==> src/rtl/result_unloader_if.sv <==
// result_unloader_if: SRAM read port plus output beat stream of the result unloader.
//   master (unloader): drives rd_en/rd_addr, consumes rd_data;
//                      drives out_data/out_valid/out_last/out_index, consumes out_ready.
//   slave  (SRAM + host/file-writer side): the mirror image.
interface result_unloader_if #(
  parameter int Addr_Width = 4,
  parameter int Beat_Width = 16
);
  logic                  rd_en;
  logic [Addr_Width-1:0] rd_addr;
  logic [Beat_Width-1:0] rd_data;
  logic [Beat_Width-1:0] out_data;
  logic                  out_valid;
  logic                  out_ready;
  logic                  out_last;
  logic [Addr_Width-1:0] out_index;

  modport master (
    output rd_en, rd_addr, out_data, out_valid, out_last, out_index,
    input  rd_data, out_ready
  );
  modport slave (
    input  rd_en, rd_addr, out_data, out_valid, out_last, out_index,
    output rd_data, out_ready
  );
endinterface

==> src/rtl/result_unloader.sv <==
// result_unloader: drains the dot-product output SRAM after computation and
// streams it to the host with valid/ready flow control.
//   clk            single clock, rising edge
//   Unload_reset_n async active-low reset
//   start          one-cycle unload request, sampled only in IDLE
//   busy / done    busy while unloading; done pulses one cycle after the last beat
//   bus            result_unloader_if.master: SRAM read port + output stream
// Reads are issued against a 2-entry credit (buffer occupancy + read in flight),
// so the buffer cannot overflow and beats are never dropped or duplicated.
// The SRAM word addressed by the registered rd_en/rd_addr is captured on the
// edge that closes that cycle, so only the read currently on rd_en is in flight.

// One lane (Data_Width_Out bits) of the 2-entry beat buffer.
module result_unloader_lane #(
  parameter int DW = 16
) (
  input  logic          clk,
  input  logic          rst_n,
  input  logic          push,
  input  logic          wsel,
  input  logic          rsel,
  input  logic [DW-1:0] din,
  output logic [DW-1:0] dout
);
  logic [1:0][DW-1:0] mem_q;

  always_ff @(posedge clk or negedge rst_n) begin
    if (!rst_n)    mem_q       <= '0;
    else if (push) mem_q[wsel] <= din;
  end

  assign dout = mem_q[rsel];
endmodule

module result_unloader #(
  parameter int Addr_Width     = 4,
  parameter int Ram_Depth      = 1 << Addr_Width,
  parameter int Para_Deg       = 1,
  parameter int Data_Width_Out = 16,
  parameter int Num_Beats      = Ram_Depth / Para_Deg
) (
  input  logic               clk,
  input  logic               Unload_reset_n,
  input  logic               start,
  output logic               busy,
  output logic               done,
  result_unloader_if.master  bus
);
  localparam int                    CW       = Addr_Width + 1;
  localparam logic [CW-1:0]         NB       = CW'(Num_Beats);
  localparam logic [Addr_Width-1:0] LAST_IDX = Addr_Width'(Num_Beats - 1);

  typedef enum logic [1:0] {S_IDLE, S_RUN, S_DONE} state_e;

  state_e                state_q, state_d;
  logic                  busy_q, busy_d;
  logic                  done_q, done_d;
  logic                  rd_en_q, rd_en_d;
  logic [Addr_Width-1:0] rd_addr_q, rd_addr_d;
  logic [CW-1:0]         issued_q, issued_d;

  // beat buffer bookkeeping
  logic [1:0]                  cnt_q;
  logic                        wr_ptr_q, rd_ptr_q;
  logic [1:0][Addr_Width-1:0]  idx_q;
  logic                        push, pop;
  logic [2:0]                  occ_next;

  logic [Para_Deg-1:0][Data_Width_Out-1:0] rd_lanes, head_lanes;

  assign push          = rd_en_q;
  assign bus.out_valid = (cnt_q != 2'd0);
  assign pop           = bus.out_valid && bus.out_ready;
  // Occupancy after this edge, counting the read on rd_en now as already landed.
  assign occ_next      = {1'b0, cnt_q} + {2'b00, rd_en_q} - {2'b00, pop};

  assign bus.out_index = idx_q[rd_ptr_q];
  assign bus.out_last  = bus.out_valid && (bus.out_index == LAST_IDX);
  assign bus.rd_en     = rd_en_q;
  assign bus.rd_addr   = rd_addr_q;
  assign busy          = busy_q;
  assign done          = done_q;

  assign rd_lanes      = bus.rd_data;
  assign bus.out_data  = head_lanes;

  for (genvar k = 0; k < Para_Deg; k++) begin : g_lane
    result_unloader_lane #(.DW(Data_Width_Out)) u_lane (
      .clk  (clk),
      .rst_n(Unload_reset_n),
      .push (push),
      .wsel (wr_ptr_q),
      .rsel (rd_ptr_q),
      .din  (rd_lanes[k]),
      .dout (head_lanes[k])
    );
  end

  always_comb begin
    state_d   = state_q;
    busy_d    = busy_q;
    done_d    = 1'b0;
    rd_en_d   = 1'b0;
    rd_addr_d = rd_addr_q;
    issued_d  = issued_q;
    unique case (state_q)
      S_IDLE: begin
        if (start) begin
          // buffer is empty here, so the first read goes out immediately
          state_d   = S_RUN;
          busy_d    = 1'b1;
          rd_en_d   = 1'b1;
          rd_addr_d = '0;
          issued_d  = CW'(1);
        end
      end
      S_RUN: begin
        if (issued_q < NB && occ_next < 3'd2) begin
          rd_en_d   = 1'b1;
          rd_addr_d = issued_q[Addr_Width-1:0];
          issued_d  = issued_q + CW'(1);
        end
        if (pop && bus.out_last) begin
          state_d = S_DONE;
          busy_d  = 1'b0;
          done_d  = 1'b1;
        end
      end
      S_DONE:  state_d = S_IDLE;
      default: state_d = S_IDLE;
    endcase
  end

  always_ff @(posedge clk or negedge Unload_reset_n) begin
    if (!Unload_reset_n) begin
      state_q   <= S_IDLE;
      busy_q    <= 1'b0;
      done_q    <= 1'b0;
      rd_en_q   <= 1'b0;
      rd_addr_q <= '0;
      issued_q  <= '0;
    end else begin
      state_q   <= state_d;
      busy_q    <= busy_d;
      done_q    <= done_d;
      rd_en_q   <= rd_en_d;
      rd_addr_q <= rd_addr_d;
      issued_q  <= issued_d;
    end
  end

  // Push and pop may coincide; when full, the write lands in the slot being popped.
  always_ff @(posedge clk or negedge Unload_reset_n) begin
    if (!Unload_reset_n) begin
      cnt_q    <= '0;
      wr_ptr_q <= 1'b0;
      rd_ptr_q <= 1'b0;
      idx_q    <= '0;
    end else begin
      cnt_q <= occ_next[1:0];
      if (push) begin
        idx_q[wr_ptr_q] <= rd_addr_q;
        wr_ptr_q        <= ~wr_ptr_q;
      end
      if (pop) rd_ptr_q <= ~rd_ptr_q;
    end
  end
endmodule

==> src/flat_wrapper.sv <==
// flat-port wrapper written by rule: the top's interface ports become plain ports
module result_unloader_flat 
#(
  parameter int Addr_Width     = 4,
  parameter int Ram_Depth      = 1 << Addr_Width,
  parameter int Para_Deg       = 1,
  parameter int Data_Width_Out = 16,
  parameter int Num_Beats      = Ram_Depth / Para_Deg
)
  (clk, Unload_reset_n, start, busy, done, bus_rd_en, bus_rd_addr, bus_out_data, bus_out_valid, bus_out_last, bus_out_index, bus_rd_data, bus_out_ready);
  result_unloader_if #(.Addr_Width(Addr_Width), .Beat_Width(16)) bus_i ();
  input  logic clk;
  input  logic Unload_reset_n;
  input  logic start;
  output logic busy;
  output logic done;
  output wire logic [$bits(bus_i.rd_en)-1:0] bus_rd_en;
  output wire logic [$bits(bus_i.rd_addr)-1:0] bus_rd_addr;
  output wire logic [$bits(bus_i.out_data)-1:0] bus_out_data;
  output wire logic [$bits(bus_i.out_valid)-1:0] bus_out_valid;
  output wire logic [$bits(bus_i.out_last)-1:0] bus_out_last;
  output wire logic [$bits(bus_i.out_index)-1:0] bus_out_index;
  input wire logic [$bits(bus_i.rd_data)-1:0] bus_rd_data;
  input wire logic [$bits(bus_i.out_ready)-1:0] bus_out_ready;
  assign bus_rd_en = bus_i.rd_en;
  assign bus_rd_addr = bus_i.rd_addr;
  assign bus_out_data = bus_i.out_data;
  assign bus_out_valid = bus_i.out_valid;
  assign bus_out_last = bus_i.out_last;
  assign bus_out_index = bus_i.out_index;
  assign bus_i.rd_data = bus_rd_data;
  assign bus_i.out_ready = bus_out_ready;
  result_unloader #(.Addr_Width(Addr_Width), .Ram_Depth(Ram_Depth), .Para_Deg(Para_Deg), .Data_Width_Out(Data_Width_Out), .Num_Beats(Num_Beats)) u_core (.clk(clk), .Unload_reset_n(Unload_reset_n), .start(start), .busy(busy), .done(done), .bus(bus_i));
endmodule
==> config.mk <==
export PLATFORM = sky130hd
export DESIGN_NAME = result_unloader_flat
export DESIGN_NICKNAME = d
export VERILOG_FILES = /design/src/rtl/result_unloader_if.sv /design/src/rtl/result_unloader.sv /design/src/flat_wrapper.sv
export SDC_FILE = /design/constraint.sdc
export NUM_CORES = 1
export LEC_CHECK = 0
export CAP_MARGIN = 20
export CORE_ASPECT_RATIO = 1.4
export CORE_MARGIN = 4
export CORE_UTILIZATION = 35
export CTS_CLUSTER_SIZE = 20
export DETAILED_ROUTE_END_ITERATION = 8
export DONT_BUFFER_PORTS = 1
export PLACE_DENSITY = 0.55
export SYNTH_ARGS = -nofsm -noshare
export SYNTH_HDL_FRONTEND = slang
export SYNTH_SLANG_ARGS = --single-unit
==> constraint.sdc <==
create_clock -name clk -period 2.9 [get_ports clk]
set_clock_uncertainty 0.1 [all_clocks]
set_input_delay 0.145 -clock clk [delete_from_list [all_inputs] [get_ports clk]]
set_output_delay 0.145 -clock clk [all_outputs]
set_load 0.02 [all_outputs]
== Word-level counts from Yosys, hierarchy flattened ==
Index checks and enable logic that the tools add are counted.
Word-level totals
  output and inout port bits: 29
  register bits: 58
Cells by class
  bitwise logic cells: 2
  reductions and logical operators: 11
  eq/ne operators: 5
  order comparisons: 5
  multiplexer cells: 27
  $add $sub $neg: 3
Operators with widths (number)
  16-bit two-way mux: 3
  32-bit bitwise mux: 1
  4-bit two-way mux: 5
  16-bit demux with 1-bit select: 1
  5-bit two-way mux: 2
  5-bit case mux with 2 select lines: 1
  8-bit bitwise mux: 1
  4-bit case mux with 2 select lines: 1
  1-bit two-way mux: 6
  3-bit AND reduction: 2
  5-bit by 1-bit adder with 5-bit output, second input constant: 1
  1-bit logical AND: 5
  5-bit less-than comparator, second input constant: 1
  4-bit demux with 1-bit select: 1
  4-bit equality test, second input constant: 1
  1-bit by 2-bit less-than comparator with 1-bit output, second input constant: 2
  2-bit two-way mux: 2
  2-bit by 1-bit inequality test with 1-bit output, second input constant: 2
  1-bit case mux with 2 select lines: 2
  2-bit case mux with 2 select lines: 1
  2-bit nonzero test: 2
  2-bit by 1-bit adder with 3-bit output: 1
  3-bit by 2-bit less-than comparator with 1-bit output, second input constant: 1
  3-bit by 1-bit subtractor with 3-bit output: 1
  other kinds (6): 7

== Longest topological paths before layout ==
  depth after elaboration: 7
  depth in mapped cells: 12

== By module ==
Synthesis repeated with hierarchy kept, for this count alone.
Second synthesis, totals
  cell total of the unflattened synthesis: 190
  area, all modules: 2643.8 µm²
By module, submodules not included
  result_unloader_lane: area an instance 1445.1 µm², cells each 87, seq. area each 800.8 µm², instances 1
  result_unloader: area an instance 1198.6 µm², cells each 103, seq. area each 650.6 µm², instances 1

== Worst setup path after synthesis ==
OpenSTA, ideal clock, no wires.
  path kind: register -> register
  start point: reg u_core.cnt_q[1]
  end point: reg u_core.issued_q[2]
  required time: 2.674 ns
  setup slack: 0.095 ns
  arrival time: 2.579 ns
  path buffers: 1
  stages on the path, launching flop included: 13
  path through: dfrtp_1 > or2_2 > nand2_1 > inv_1 > ha_1 > inv_1 > ha_1 > fa_1 > nor4b_4 > and2_1 > buf_6 > nand2_2 > mux2i_1
Between the ends
  longest elaborated chain between the ends: 7
Ends and longest elaborated chain
  from (decl): line result_unloader.sv:63  | logic [1:0] cnt_q;
  from (signal assigned): line result_unloader.sv:160  | cnt_q <= occ_next[1:0];
  2-bit nonzero test: line result_unloader.sv:72  | assign bus.out_valid = (cnt_q != 2'd0);
  named net bus_out_valid: line flat_wrapper.sv:20  | output wire logic [$bits(bus_i.out_valid)-1:0] bus_out_valid;
  1-bit logical AND: line result_unloader.sv:73  | assign pop = bus.out_valid && bus.out_ready;
  named net u_core.pop: line result_unloader.sv:66  | logic push, pop;
  3-bit by 1-bit subtractor with 3-bit output: line result_unloader.sv:75  | assign occ_next = {1'b0, cnt_q} + {2'b00, rd_en_q} - {2'b00, pop};
  named net u_core.occ_next[1]: line result_unloader.sv:67  | logic [2:0] occ_next;
  3-bit by 2-bit less-than comparator with 1-bit output: line result_unloader.sv:118  | if (issued_q < NB && occ_next < 3'd2) begin
  1-bit logical AND: line result_unloader.sv:118
  2-bit by 1-bit inequality test with 1-bit output (no source line)
  3-bit AND reduction (no source line)
  to (signal assigned): line result_unloader.sv:148  | issued_q <= issued_d;
  to (decl): line result_unloader.sv:60  | logic [CW-1:0] issued_q, issued_d;
The timed path passes the listed nets, and every way through them passes these cells.
A chain may end at the register's enable or synchronous reset.

== Worst setup path in the final report ==
  start point: reg u_core.cnt_q[1]
  end point: reg u_core.issued_q[2]
Between the ends
  longest elaborated chain between the ends: 7
Ends and longest elaborated chain (line)
  2-bit nonzero test: result_unloader.sv:72
  1-bit logical AND: result_unloader.sv:73
  named net u_core.pop: result_unloader.sv:66
  3-bit by 1-bit subtractor with 3-bit output: result_unloader.sv:75
  named net u_core.occ_next[1]: result_unloader.sv:67
  3-bit by 2-bit less-than comparator with 1-bit output: result_unloader.sv:118
  1-bit logical AND: result_unloader.sv:118
  2-bit by 1-bit inequality test with 1-bit output (no source line)
  3-bit AND reduction (no source line)
The timed path passes the listed nets, and every way through them passes these cells.

==> impl_results.rst <==
.. list-table::
   :header-rows: 1

   * - Metric
     - Value
   * - RSZ-0062 raised after global routing
     - no
   * - DIE AREA
     - 8720 µm²
   * - Cell taking the most area after synthesis
     - dfrtp_1
   * - CP delay by family, top
     - simple AND/OR/NAND/NOR gates
   * - Final setup violation count
     - 0
   * - Achievable clock frequency
     - 372 MHz
   * - Final clock period utilization by the worst path
     - 0.928
   * - Endpoint, Worst Hold
     - u_core.issued_q[4]
   * - Worst path buffer plus inverter count
     - 2
   * - Horiz. Die Dim
     - 80.1 µm
   * - Number of nets still failing antenna checks after routing
     - 0
   * - Source of the worst hold timing path
     - start
   * - Total core area
     - 7030 µm²
   * - Final critical delay including setup and external delays
     - 2.69 ns
   * - Maximum number of pins on one net before global-route repair
     - 59
   * - EDFF count, synth
     - 0
   * - Root Buffer Master
     - clkbuf_8
   * - Overall die height
     - 109 µm
   * - Final count of pins violating max slew
     - 0
   * - Initial DRT Pass Iterations
     - 4
   * - Proportion of synthesized flip-flops having asynchronous set or reset
     - 1.00
   * - Buffer depth of the longest clock path
     - 2
   * - Net total in the final layout
     - 245
   * - Top-area cell type share of the netlist area
     - 0.570
   * - Total detailed-routing wirelength
     - 4970 µm
   * - Clock tree from TritonCTS
     - built
   * - Cell depth of the worst hold path
     - 2
   * - Filler cell count
     - 686
   * - CTS H-Tree Depth
     - 3
   * - Total number of yosys warnings
     - 0
   * - Clk_lat worst skew
     - 0.33 ns
   * - Via-per-instance ratio
     - 4.70
   * - Share of layout cells above drive strength 1
     - 0.403
   * - DRC violation total after the first TritonRoute iteration
     - 21
   * - Final HPWL from detailed placement
     - 3320 µm
   * - Cell area after placement
     - 2680 µm²
   * - Synthesized netlist net count
     - 212
   * - Worst relative slew slack
     - 0.589
   * - Via count of the first global-routing pass
     - 1639
   * - Critical-path cell with the highest stage delay
     - fa_1
   * - Critical-path cell list
     - or2_4, nand2_2, inv_1, ha_1, inv_1, ha_2, fa_1, nor4b_4, and2_4, nand2_2, mux2i_1
   * - Worst-case reg-to-reg path depth
     - 11
   * - Initial antenna violation count
     - 0
   * - Sum of negative setup slack
     - 0 ns
   * - Dpl cells
     - 283
   * - GRT Total Usage
     - 0.131
   * - Data arrival at the endpoint of the critical path
     - 2.80 ns
   * - Final core occ
     - 0.447
   * - Number of max-capacitance violations reported
     - 0
   * - Number of DRC violations after detailed routing
     - 0
   * - Clock buffers created by TritonCTS
     - 9
   * - Mean area per synthesized cell
     - 13.5 µm²
   * - Post-detailed-route wirelength per cell
     - 15.5 µm
   * - Via Count
     - 1509
   * - Std-Cell Rows
     - 36
   * - Clk pin slew, worst setup/hold paths
     - 0.06 ns
   * - Sequential share of the synthesized area
     - 0.570
   * - FF-to-FF Start
     - u_core.cnt_q[1]
   * - Top cells by count, synth
     - dfrtp_1 (58), mux2_2 (57), nand2_1 (14)
   * - Most area-consuming cells after synthesis
     - dfrtp_1 (57%), mux2_2 (25%), nand2_1 (2.1%)
   * - Storage cell area
     - 1450 µm²
   * - End of the worst register-to-register path
     - u_core.issued_q[2]
   * - Maximum ir drop on the vdd rail
     - 0.000624 V
   * - Outcome
     - complete, no violations
   * - Leakage power figure
     - 1.40 nW
   * - Largest driver fanout on the critical path
     - 4
   * - Mapped Cells
     - 188
   * - Total power density per cell area
     - 1280 nW/µm²
   * - Kind of end point of the critical path
     - flip-flop
   * - Cell variety after synth
     - 31
   * - Synth-to-Final Area Change
     - 23.5%
   * - Kind of launch point of the worst setup path
     - flip-flop
   * - Cell area after technology mapping
     - 2540 µm²
   * - Final Hold Fails
     - 0
   * - Initial Utilization
     - 0.362
   * - Worst Hold Class
     - in -> reg
   * - I/O Buffers
     - 0
   * - Number of register bits inferred by synthesis
     - 58
   * - Critical path's largest stage delay
     - 0.51 ns
   * - Grt total ovfl
     - 0
   * - Kind of critical path
     - reg -> reg
   * - Most common cell in the synthesized netlist
     - dfrtp_1
   * - Main synth FF type
     - dfrtp_1
   * - Slew at the pin closest to its max-slew limit
     - 0.615 ns
   * - Multi-input combinational cell area
     - 1040 µm²
   * - Worst EP required
     - 3.01 ns
   * - Number of clock sinks
     - 58
   * - Fin area
     - 3140 µm²
   * - Final standard cell count with taps included and fillers excluded
     - 321
   * - Io pins
     - 49
   * - Diodes inserted
     - 0
   * - Register-to-register setup slack
     - 0.21 ns
   * - Wire length of the first global-routing pass
     - 8460 µm
   * - Gpl congestion
     - 0.806
## where the power goes
part | leakage [nW] | total (mW) | switching (mW) | internal [mW]
combinational | 0.587 | 1.71 | 0.888 | 0.821
clock | 0.116 | 0.806 | 0.306 | 0.501
sequential | 0.699 | 1.50 | 0.297 | 1.20
total | 1.40 | 4.01 | 1.49 | 2.52
## worst register-to-register path: stages, from the launching register on
cell	delay [ns]
dfrtp_1	0.40
or2_4	0.27
nand2_2	0.07
inv_1	0.04
ha_1	0.26
inv_1	0.04
ha_2	0.16
fa_1	0.51
nor4b_4	0.34
and2_4	0.22
nand2_2	0.06
mux2i_1	0.12
## per-layer routing
metal / wire length [µm] / up-vias / share of wire / global-route usage
met5: 0 / - / 0 / 0
met4: 58 / 0 / 0.012 / 0.0471
met3: 345 / 5 / 0.069 / 0.0636
met2: 2570 / 33 / 0.52 / 0.217
met1: 1990 / 752 / 0.40 / 0.144
li1: - / 719 / - / -
## cell usage in the layout, fill, tap and decap left out, types with 2 or more instances in the layout
| cell | n |
|---|---|
| nand4_1 | 2 |
| o21ai_1 | 2 |
| buf_4 | 9 |
| a211oi_1 | 2 |
| clkinv_2 | 4 |
| mux2i_1 | 2 |
| clkbuf_8 | 10 |
| dlygate4sd3_1 | 19 |
| ha_1 | 2 |
| bufinv_16 | 2 |
| nor2_1 | 5 |
| inv_1 | 8 |
| o21ai_0 | 5 |
| xor2_1 | 3 |
| nand2_2 | 2 |
| nand2_1 | 13 |
| mux2_2 | 57 |
| dfrtp_1 | 58 |
## how the worst max path moves through the flow
| stage | slack (ns) | to | cells after the start | start |
|---|---|---|---|---|
| final | 0.21 | u_core.issued_q[2] | 11 | u_core.cnt_q[1] |
| after global routing | 0.01 | u_core.issued_q[3] | 11 | u_core.cnt_q[1] |
| after CTS | 0.08 | u_core.bus.rd_addr[3] | 10 | u_core.cnt_q[1] |
| after detailed placement | 0.1 | u_core.bus.rd_addr[3] | 10 | u_core.cnt_q[1] |
| after global placement | 0.15 | u_core.bus.rd_addr[3] | 10 | u_core.cnt_q[1] |
| after floorplan | 0.1 | u_core.issued_q[2] | 12 | u_core.cnt_q[1] |
## per-stage QoR
stage / power (mW) / setup WS [ns] / hold WS, ns
final: 4.01 / 0.209 / 0.0502
after global placement: 3.09 / 0.151 / -0.249
after floorplan: 2.83 / 0.0952 / -0.251
after global routing: 4.31 / 0.0124 / 0.0829
after detailed placement: 3.11 / 0.0992 / -0.248
after CTS: 3.99 / 0.0812 / 0.0184
## flip-flops by register name (all words and copies together), names as in the netlist
name / cells
u_core.busy: 1
u_core.bus.rd_addr: 4
u_core.cnt_q: 2
u_core.g_lane.u_lane.mem_q: 32
u_core.issued_q: 5
u_core.idx_q: 8
u_core.done: 1
u_core.rd_ptr_q: 1
u_core.wr_ptr_q: 1
u_core.state_q: 2
u_core.bus.rd_en: 1
## area by class of cell
class,count,share of cell area
sequential,58,0.462
multi-input combinational,115,0.331
timing repair buffer,29,0.0908
clock buffer,10,0.0438
tap,95,0.0378
clock inverter,6,0.0255
inverter,8,0.00956
## kinds of logic (layout without fill, tap and decap cells)
group,after synthesis,count (layout),synth area share
buffers and inverters,15,53,0.0280
flip-flops,58,58,0.570
AO/OA/AOI/OAI,15,15,0.0364
XOR/XNOR,4,4,0.0138
adder cells (fa/ha/maj),4,4,0.0226
multiplexers,59,59,0.260
AND/OR/NAND/NOR,33,33,0.0688
## repair_timing
item | 4_1_cts | 5_1_grt
buffers inserted | 0 | 2
endpoints found under the hold margin | 95 | 0
hold buffers | 20 | 0
resized for setup | 0 | 6
setup endpoints to repair | 0 | 8
Power figures use the tool's default switching activity.
